File: config.mk
export PLATFORM = sky130hd
export DESIGN_NAME = fp_div_seq_flat
export DESIGN_NICKNAME = d
export VERILOG_FILES = /design/src/rtl/fp_div_seq_if.sv /design/src/rtl/fp_div_seq.sv /design/src/flat_wrapper.sv
export SDC_FILE = /design/constraint.sdc
export NUM_CORES = 1
export LEC_CHECK = 0
export BUFFER_PORTS_ARGS = -buffer_cell sky130_fd_sc_hd__buf_2
export CAP_MARGIN = 0
export CORE_MARGIN = 4
export CORE_UTILIZATION = 61
export DETAILED_ROUTE_END_ITERATION = 16
export MAX_ROUTING_LAYER = met4
export PLACE_DENSITY = 0.91
export REMOVE_ABC_BUFFERS = 1
export SKIP_LAST_GASP = 1
export SYNTH_ARGS = -nofsm -noshare
export SYNTH_HDL_FRONTEND = slang
export SYNTH_SLANG_ARGS = --single-unit
File: constraint.sdc
create_clock -name clk -period 6.2 [get_ports clk]
set_input_delay 0.62 -clock clk [delete_from_list [all_inputs] [get_ports clk]]
set_output_delay 0.62 -clock clk [all_outputs]
set_load 0.02 [all_outputs]
File: src/rtl/fp_div_seq_if.sv
// Request/response bundle for the sequential single-precision divider.
// Latency is set by the divider (fixed, start-to-done); the bundle adds none.
// No backpressure: the master must watch busy/done, starts while busy are dropped.
interface fp_div_seq_if #(
    parameter int WIDTH = 32
);
    logic             start;
    logic [WIDTH-1:0] A;
    logic [WIDTH-1:0] B;
    logic [1:0]       rnd;
    logic             busy;
    logic             done;
    logic [WIDTH-1:0] result;
    logic [4:0]       flags;

    modport master (output start, A, B, rnd, input busy, done, result, flags);
    modport slave  (input start, A, B, rnd, output busy, done, result, flags);
endinterface

File: src/rtl/fp_div_seq.sv
// Sequential IEEE-754 single divider, radix-2 restoring, FTZ on inputs and outputs.
// Fixed latency: start sampled at edge T gives done during the cycle ending at edge T+29.
// No queueing: start is only taken in IDLE or DONE, ignored while busy.
module fp_div_seq #(
    parameter int WIDTH = 32,
    parameter int EXP_W = 8,
    parameter int MAN_W = 23,
    parameter int BIAS  = 127
) (
    input  logic        clk,
    input  logic        rst,
    fp_div_seq_if.slave bus
);
    localparam int QW = MAN_W + 3;
    localparam int CW = $clog2(QW + 1);
    localparam int EW = EXP_W + 2;
    localparam logic signed [EW-1:0] E_ONE  = EW'(1);
    localparam logic signed [EW-1:0] E_ZERO = '0;
    localparam logic signed [EW-1:0] E_MAX  = EW'((1 << EXP_W) - 1);
    localparam logic signed [EW-1:0] E_BIAS = EW'(BIAS);
    localparam logic [WIDTH-1:0] INF_MAG = {1'b0, {EXP_W{1'b1}}, {MAN_W{1'b0}}};
    localparam logic [WIDTH-1:0] MAX_MAG = {1'b0, {(EXP_W-1){1'b1}}, 1'b0, {MAN_W{1'b1}}};
    localparam logic [WIDTH-1:0] QNAN    = {1'b0, {EXP_W{1'b1}}, 1'b1, {(MAN_W-1){1'b0}}};

    typedef enum logic [2:0] {S_IDLE, S_PREP, S_ITER, S_ROUND, S_DONE} state_t;
    state_t state_q, state_d;

    logic [WIDTH-1:0]        a_q, b_q;
    logic [1:0]              rnd_q;
    logic                    sign_q;
    logic signed [EW-1:0]    exp_q;
    logic [MAN_W:0]          div_q;
    logic [MAN_W+1:0]        rem_q;
    logic [QW-1:0]           quo_q;
    logic [CW-1:0]           cnt_q;
    logic                    spec_q;
    logic [WIDTH-1:0]        spec_res_q, result_q;
    logic [4:0]              spec_flg_q, flags_q;
    logic                    busy, done, start_acc;

    // Operand unpack (combinational view of the captured operands, used in PREP)
    logic [EXP_W-1:0]        ea, eb;
    logic [MAN_W-1:0]        fa, fb;
    logic                    a_zero, b_zero, a_inf, b_inf, a_nan, b_nan, sgn;
    logic [MAN_W:0]          ma, mb;
    logic signed [EW-1:0]    e_prep;
    logic                    spec_d;
    logic [WIDTH-1:0]        spec_res_d;
    logic [4:0]              spec_flg_d;

    assign ea     = a_q[WIDTH-2 -: EXP_W];
    assign eb     = b_q[WIDTH-2 -: EXP_W];
    assign fa     = a_q[MAN_W-1:0];
    assign fb     = b_q[MAN_W-1:0];
    assign a_zero = (ea == '0);
    assign b_zero = (eb == '0);
    assign a_inf  = (ea == '1) && (fa == '0);
    assign b_inf  = (eb == '1) && (fb == '0);
    assign a_nan  = (ea == '1) && (fa != '0);
    assign b_nan  = (eb == '1) && (fb != '0);
    assign sgn    = a_q[WIDTH-1] ^ b_q[WIDTH-1];
    assign ma     = a_zero ? '0 : {1'b1, fa};
    assign mb     = b_zero ? '0 : {1'b1, fb};
    assign e_prep = $signed({2'b00, ea}) - $signed({2'b00, eb}) + E_BIAS;

    assign start_acc = bus.start && ((state_q == S_IDLE) || (state_q == S_DONE));

    // Special-operand classification; the arithmetic result is discarded when spec_d is set
    always_comb begin
        spec_d     = 1'b1;
        spec_res_d = '0;
        spec_flg_d = '0;
        if (a_nan || b_nan || (a_zero && b_zero) || (a_inf && b_inf)) begin
            spec_res_d = QNAN;
            spec_flg_d = 5'b10000;
        end else if (a_inf) begin
            spec_res_d = {sgn, INF_MAG[WIDTH-2:0]};
        end else if (b_zero) begin
            spec_res_d = {sgn, INF_MAG[WIDTH-2:0]};
            spec_flg_d = 5'b01000;
        end else if (b_inf || a_zero) begin
            spec_res_d = {sgn, {(WIDTH-1){1'b0}}};
        end else begin
            spec_d     = 1'b0;
        end
    end

    // One restoring step: subtract divisor when it fits, then shift the remainder
    logic             q_bit;
    logic [MAN_W+1:0] rem_sub, rem_nxt;
    assign q_bit   = (rem_q >= {1'b0, div_q});
    assign rem_sub = q_bit ? (rem_q - {1'b0, div_q}) : rem_q;
    assign rem_nxt = {rem_sub[MAN_W:0], 1'b0};

    // Normalise, round, and resolve overflow/underflow/specials into the final result
    logic [MAN_W-1:0]     frac, frac_fin;
    logic                 guard, sticky, up, to_inf;
    logic signed [EW-1:0] e_adj, e_fin;
    logic [MAN_W+1:0]     mant_r;
    logic [WIDTH-1:0]     res_d;
    logic [4:0]           flg_d;
    always_comb begin
        if (quo_q[QW-1]) begin
            frac   = quo_q[QW-2:2];
            guard  = quo_q[1];
            sticky = quo_q[0] | (rem_q != '0);
            e_adj  = exp_q;
        end else begin
            frac   = quo_q[QW-3:1];
            guard  = quo_q[0];
            sticky = (rem_q != '0);
            e_adj  = exp_q - E_ONE;
        end
        case (rnd_q)
            2'b00:   up = guard & (sticky | frac[0]);
            2'b10:   up = (guard | sticky) & ~sign_q;
            2'b11:   up = (guard | sticky) & sign_q;
            default: up = 1'b0;
        endcase
        mant_r = {1'b0, 1'b1, frac} + {{(MAN_W+1){1'b0}}, up};
        if (mant_r[MAN_W+1]) begin
            e_fin    = e_adj + E_ONE;
            frac_fin = mant_r[MAN_W:1];
        end else begin
            e_fin    = e_adj;
            frac_fin = mant_r[MAN_W-1:0];
        end
        to_inf = (rnd_q == 2'b00) || ((rnd_q == 2'b10) && !sign_q) || ((rnd_q == 2'b11) && sign_q);
        if (spec_q) begin
            res_d = spec_res_q;
            flg_d = spec_flg_q;
        end else if (e_fin >= E_MAX) begin
            res_d = {sign_q, to_inf ? INF_MAG[WIDTH-2:0] : MAX_MAG[WIDTH-2:0]};
            flg_d = 5'b00101;
        end else if (e_fin <= E_ZERO) begin
            res_d = {sign_q, {(WIDTH-1){1'b0}}};
            flg_d = 5'b00011;
        end else begin
            res_d = {sign_q, e_fin[EXP_W-1:0], frac_fin};
            flg_d = {4'b0000, guard | sticky};
        end
    end

    // FSM state register
    always_ff @(posedge clk or negedge rst) begin
        if (!rst) state_q <= S_IDLE;
        else      state_q <= state_d;
    end

    // FSM next-state: fixed PREP(1) + ITER(QW) + ROUND(1) + DONE(1) sequence
    always_comb begin
        state_d = state_q;
        case (state_q)
            S_IDLE:  if (start_acc) state_d = S_PREP;
            S_PREP:  state_d = S_ITER;
            S_ITER:  if (cnt_q == CW'(QW - 1)) state_d = S_ROUND;
            S_ROUND: state_d = S_DONE;
            S_DONE:  state_d = start_acc ? S_PREP : S_IDLE;
            default: state_d = S_IDLE;
        endcase
    end

    // FSM outputs decoded from the current state
    always_comb begin
        busy = (state_q == S_PREP) || (state_q == S_ITER) || (state_q == S_ROUND);
        done = (state_q == S_DONE);
    end

    // Datapath: operand capture, unpack, iteration and result registers
    always_ff @(posedge clk or negedge rst) begin
        if (!rst) begin
            a_q <= '0;  b_q <= '0;  rnd_q <= '0;  sign_q <= 1'b0;  exp_q <= '0;
            div_q <= '0;  rem_q <= '0;  quo_q <= '0;  cnt_q <= '0;
            spec_q <= 1'b0;  spec_res_q <= '0;  spec_flg_q <= '0;
            result_q <= '0;  flags_q <= '0;
        end else begin
            if (start_acc) begin
                a_q   <= bus.A;
                b_q   <= bus.B;
                rnd_q <= bus.rnd;
            end
            case (state_q)
                S_PREP: begin
                    sign_q     <= sgn;
                    exp_q      <= e_prep;
                    div_q      <= mb;
                    rem_q      <= {1'b0, ma};
                    quo_q      <= '0;
                    cnt_q      <= '0;
                    spec_q     <= spec_d;
                    spec_res_q <= spec_res_d;
                    spec_flg_q <= spec_flg_d;
                end
                S_ITER: begin
                    rem_q <= rem_nxt;
                    quo_q <= {quo_q[QW-2:0], q_bit};
                    cnt_q <= cnt_q + CW'(1);
                end
                S_ROUND: begin
                    result_q <= res_d;
                    flags_q  <= flg_d;
                end
                default: ;
            endcase
        end
    end

    assign bus.busy   = busy;
    assign bus.done   = done;
    assign bus.result = result_q;
    assign bus.flags  = flags_q;
endmodule
File: src/flat_wrapper.sv
// flat-port wrapper written by rule: the top's interface ports become plain ports
module fp_div_seq_flat 
#(
    parameter int WIDTH = 32,
    parameter int EXP_W = 8,
    parameter int MAN_W = 23,
    parameter int BIAS  = 127
)
  (clk, rst, bus_start, bus_A, bus_B, bus_rnd, bus_busy, bus_done, bus_result, bus_flags);
  fp_div_seq_if #(.WIDTH(WIDTH)) bus_i ();
  input  logic clk;
  input  logic rst;
  input wire logic [$bits(bus_i.start)-1:0] bus_start;
  input wire logic [$bits(bus_i.A)-1:0] bus_A;
  input wire logic [$bits(bus_i.B)-1:0] bus_B;
  input wire logic [$bits(bus_i.rnd)-1:0] bus_rnd;
  output wire logic [$bits(bus_i.busy)-1:0] bus_busy;
  output wire logic [$bits(bus_i.done)-1:0] bus_done;
  output wire logic [$bits(bus_i.result)-1:0] bus_result;
  output wire logic [$bits(bus_i.flags)-1:0] bus_flags;
  assign bus_i.start = bus_start;
  assign bus_i.A = bus_A;
  assign bus_i.B = bus_B;
  assign bus_i.rnd = bus_rnd;
  assign bus_busy = bus_i.busy;
  assign bus_done = bus_i.done;
  assign bus_result = bus_i.result;
  assign bus_flags = bus_i.flags;
  fp_div_seq #(.WIDTH(WIDTH), .EXP_W(EXP_W), .MAN_W(MAN_W), .BIAS(BIAS)) u_core (.clk(clk), .rst(rst), .bus(bus_i));
endmodule
# Word level (Yosys, flattened, before mapping)
# Index checks and enable logic that the tools add are counted.
# word_totals
reg_bits	235
inputBits	69
elab_cells	109
# op_classes
add_sub_neg	7
magnitude_cmp	3
n_eq_ne	11
n_mux	35
bitwise	8
n_reduce_logical	30
# ops
op	count
$mux 32	5
$mux 24	4
$mux 31	2
$pmux 26 s2	1
$pmux 25 s2	1
$logic_not 23->1	2
$mux 23	2
$reduce_bool 23->1	2
$add 24x1->25	1
$ge 25x24->1	1
$reduce_bool 25->1	1
$sub 24x24->24	1
$mux 10	2
$mux 5	4
$eq 8x8->1 const B	2
$logic_not 8->1	2
$pmux 3 s5	1
$add 10x2->10 const B	1
$add 10x8->10 const B	1
$ge 10x9->1 const B	1
$le 10x1->1 const B	1
$pmux 5 s2	1
$sub 10x2->10 const B	1
$logic_and 1x1->1	9
other kinds (23)	45

# Depth between registers and ports, before layout
# logic_depth
ltp_word	12
depth_mapped	20
ltp_nobuf	15

# Worst setup path before layout
# Ideal clock, no wire load.
# synth_timing
path_kind	register to register
startpoint	reg u_core.quo_q[25]
endpoint	reg u_core.result_q[10], in the netlist u_core.bus.result[10]
setup_ns	0.134
t_arrival_ns	4.219
required_time_ns	6.066
path_slack_ns	1.847
stages_incl_launch_ff	20
synth_period_minus_slack_ns	4.353
cell_sequence	dfrtp_1 buf_4 buf_6 clkbuf_1 buf_1 mux2i_1 and2_1 o22ai_1 ha_1 ha_1 nand4_1 nor4_4 and2_1 buf_4 and3_1 o2111ai_1 a2111o_1 o21ai_4 buf_6 o211ai_1
# synth_between
elab_chain_len	10
elab_cells_between_ends	19
cone_classes	2 x add/sub; 2 x order compare; 10 x mux; 5 x bitwise
# synth_lines
item	line	source
from (decl)	fp_div_seq.sv:34	logic [QW-1:0] quo_q;
from (signal assigned)	fp_div_seq.sv:196	quo_q <= {quo_q[QW-2:0], q_bit};
$mux 1 / $mux 23 (equally long branches)	fp_div_seq.sv:103	if (quo_q[QW-1]) begin
$or 1x1->1 (on tied branches)	fp_div_seq.sv:116, fp_div_seq.sv:117, fp_div_seq.sv:115	
$and 1x1->1 (on tied branches)	fp_div_seq.sv:117, fp_div_seq.sv:115, fp_div_seq.sv:116	
$pmux 1 s3	fp_div_seq.sv:114	case (rnd_q)
$add 24x1->25	fp_div_seq.sv:120	mant_r = {1'b0, 1'b1, frac} + {{(MAN_W+1){1'b0}}, up};
$mux 10	fp_div_seq.sv:121	if (mant_r[MAN_W+1]) begin
$le 10x1->1	fp_div_seq.sv:135	end else if (e_fin <= E_ZERO) begin
$mux 31	fp_div_seq.sv:135	
$mux 31 *	fp_div_seq.sv:132	end else if (e_fin >= E_MAX) begin
$mux 32 *	fp_div_seq.sv:129	if (spec_q) begin
to (signal assigned)	fp_div_seq.sv:200	result_q <= res_d;
to (decl)	fp_div_seq.sv:37	logic [WIDTH-1:0] spec_res_q, result_q;
# Mark *: on every way between the ends. The rest lies on a longest branch, timed or not.
# A chain may end at the register's enable or synchronous reset.

# Final worst setup path
# Ends and elaborated chain as after synthesis.

==> impl_metrics.tcl <==
set metrics [dict create \
    fillers 1353 \
    cts_buffers 23 \
    grt_pass1_vias 10150 \
    rows 50 \
    yosys-top-cells-area "dfrtp_1 (42%), mux2_2 (5.9%), nand2_1 (5.1%)" \
    whs_ns 0.2694 \
    grt_pass1_wl_um 50420 \
    port_buffers 107 \
    async_flop_share 1.000 \
    worst_pin_slew_ns 1.120 \
    ys_seq_area_frac 0.4230 \
    rsz0062_at_grt "false" \
    yosysMostFrequentCell "dfrtp_1" \
    hold_violations 0 \
    cts_resized 0 \
    clock.fmax_mhz 209.4 \
    worst_clock_skew_ns 0.01317 \
    crit_fanout 18 \
    clock-sinks 202 \
    grt_remaining_overflow 0 \
    outcome "completed" \
    core_area_um2 18960 \
    antenna_found_initial 0 \
    slew_viol_final 0 \
    ctsHtreeMaxLevel 1 \
    firstDrtPassIters 5 \
    drive_gt1_frac 0.1820 \
    post_drt_via_cell_ratio 6.463 \
    cts_tree "yes" \
    fin_crit_ns 4.777 \
    dp_hpwl_um 21090 \
    cpMaxStageDelayCell "dfrtp_2" \
    fp.dieW_um 148.0 \
    remaining_drc_errors 0 \
    synth_common_cells "dfrtp_1 (202), nand2_1 (163), clkbuf_1 (64), mux2_2 (63), inv_1 (55)" \
    synth_top_area_frac 0.4230 \
    dieArea_um2 21890 \
    synth-edff-count 0 \
    routed_wl_um 30290 \
    gp_congestion 0.9541 \
    reg2reg_to "u_core.bus.result[10]" \
    clkSlewWorstSetupHoldPaths_ns 0.06 \
    syn_inst 1260 \
    path_cells "a211oi_1 > nand4_1 > nor2_1 > and2_1 > o22ai_1 > ha_1 > ha_1 > nand4_1 > nor4_4 > and2_1 > and3_1 > o2111ai_1 > a2111o_1 > o21ai_4 > o211ai_1" \
    diodes 0 \
    clock-root-buffer "clkbuf_16" \
    drt-initial-drc-count 1067 \
    worstHoldPathType "primary input to asynchronous set/reset pin" \
    dpl.cell_count 1554 \
    synth_area_um2 11950 \
    hold_buffers 0 \
    synth.avg_cell_area_um2 9.484 \
    startpoint_type "flop" \
    period_share 0.7704 \
    worstSetupPathType "flop to flop" \
    layout_setup_ws_ns 1.423 \
    cp_slowest_stage_delay_ns 0.54 \
    nets 1430 \
    reg2reg_from "u_core.quo_q[25]" \
    final_cells 1595 \
    dr_total_vias 10310 \
    r2r_slack_ns 1.42 \
    setup_violations 0 \
    p_leak_nw 5.801 \
    cts_setup_buffers 0 \
    crit_buf_inv 0 \
    initial_core_util 0.6304 \
    crit_family "simple AND/OR/NAND/NOR gates" \
    synth_seq_cells 202 \
    powerDensity_nw_per_um2 595.4 \
    io_pins 108 \
    grt_max_degree 126 \
    ys_warn_count 0 \
    wl_per_cell_um 18.99 \
    crit_required_ns 6.54 \
    rr_worst_depth 15 \
    synth_cell_types 77 \
    cp-end-kind "flop" \
    yosysTopAreaCell "dfrtp_1" \
    clock_latency_ns 0.51 \
    antenna_left 0 \
    finalInstanceArea_um2 13360 \
    maxCapViolCount 0 \
    relSlewSlack 0.2533 \
    cts_max_path_buffers 3 \
    yosys_most_used_dff "dfrtp_1" \
    placed_cell_area_um2 12570 \
    die-height_um 148.0 \
    final_util 0.7050 \
    ir_drop_v 0.0004153 \
    grt_use_total 0.2842 \
    areaGrowthSynthToFinish_pct 11.82 \
    arrival_ns 5.12 \
    place_ws_ns 1.558 \
]
[through the flow]
step | power, mW | TNS (ns)
floorplan | 5.340 | -5.225
global placement | 6.237 | 0
detailed placement | 6.405 | 0
CTS | 7.885 | 0
global route | 8.506 | 0
finish | 7.956 | 0
[sequential cells by signal (all words and copies together), names as in the netlist, 10 cells and up]
name / cells
u_core.rem_q: 25
u_core.exp_q: 10
u_core.quo_q: 26
u_core.bus.result: 32
u_core.div_q: 24
u_core.a_q: 32
u_core.b_q: 32
[worst max path at each step]
stage	start	end	slack (ns)	cells after the start
detailed placement	u_core.quo_q[25]	u_core.bus.result[10]	1.56	15
finish	u_core.quo_q[25]	u_core.bus.result[10]	1.42	15
CTS	u_core.quo_q[25]	u_core.bus.result[14]	1.50	15
floorplan	u_core.state_q[2]	u_core.rem_q[24]	-0.27	3
global route	u_core.quo_q[25]	u_core.bus.result[10]	1.17	15
global placement	u_core.quo_q[25]	u_core.bus.result[7]	1.77	15
[layout by cell type, fill, tap and decap left out, types with 10 or more instances in the layout]
cell type	count
dfrtp_1	201
nand2_1	163
buf_2	106
mux2_2	63
inv_1	55
nor2_1	54
nand3_1	44
o21ai_0	43
ha_1	40
xnor2_1	36
a21oi_1	36
o211ai_1	34
xor2_1	34
nand4_1	30
a31oi_1	30
a22o_1	29
o22ai_1	25
nor4_1	23
and3_1	23
clkbuf_16	23
a211oi_1	20
mux2i_1	19
nor3_1	15
a21o_1	14
buf_4	10
[power by group]
| part | switching (mW) | internal (mW) | total (mW) | leakage [nW] |
|---|---|---|---|---|
| logic | 2.46 | 1.66 | 4.12 | 2.89 |
| registers | 0.531 | 1.89 | 2.42 | 2.52 |
| clock network | 0.549 | 0.868 | 1.42 | 0.384 |
| total | 3.54 | 4.42 | 7.96 | 5.80 |
[area by class of cell]
class | instances | area [um^2] | share of cell area
Clock buffer | 31 | 655.6 | 0.04906
Clock inverter | 10 | 138.9 | 0.01039
Inverter | 56 | 210.2 | 0.01573
Multi-Input combinational cell | 919 | 6357 | 0.4757
Sequential cell | 202 | 5056 | 0.3784
Tap cell | 260 | 325.3 | 0.02434
Timing Repair Buffer | 117 | 619.3 | 0.04635
[worst register-to-register path: stages (launching register included)]
cell and delay (ns):
dfrtp_2 0.54, a211oi_1 0.13, nand4_1 0.13, nor2_1 0.06, and2_1 0.18, o22ai_1 0.18
ha_1 0.24, ha_1 0.23, nand4_1 0.16, nor4_4 0.50, and2_1 0.47, and3_1 0.52
o2111ai_1 0.19, a2111o_1 0.48, o21ai_4 0.43, o211ai_1 0.19
[cells by family after synthesis]
family | count (synthesis) | share of synthesized area
multiplexers | 82 | 0.07528
buffers and inverters | 139 | 0.04712
AND/OR/NAND/NOR | 418 | 0.1739
AO/OA/AOI/OAI | 307 | 0.1842
adder cells (fa/ha/maj) | 42 | 0.04523
flip-flops | 202 | 0.4230
XOR/XNOR | 70 | 0.05130
[metal layers]
| layer | GRT usage | part of all wire | vias to the layer above |
|---|---|---|---|
| li1 | - | - | 4726 |
| met1 | 0.3714 | 0.42 | 5037 |
| met2 | 0.4679 | 0.48 | 460 |
| met3 | 0.03955 | 0.069 | 86 |
| met4 | 0.08176 | 0.033 | 0 |
| met5 | - | 0 | - |
(Power assumes the default switching activity.)
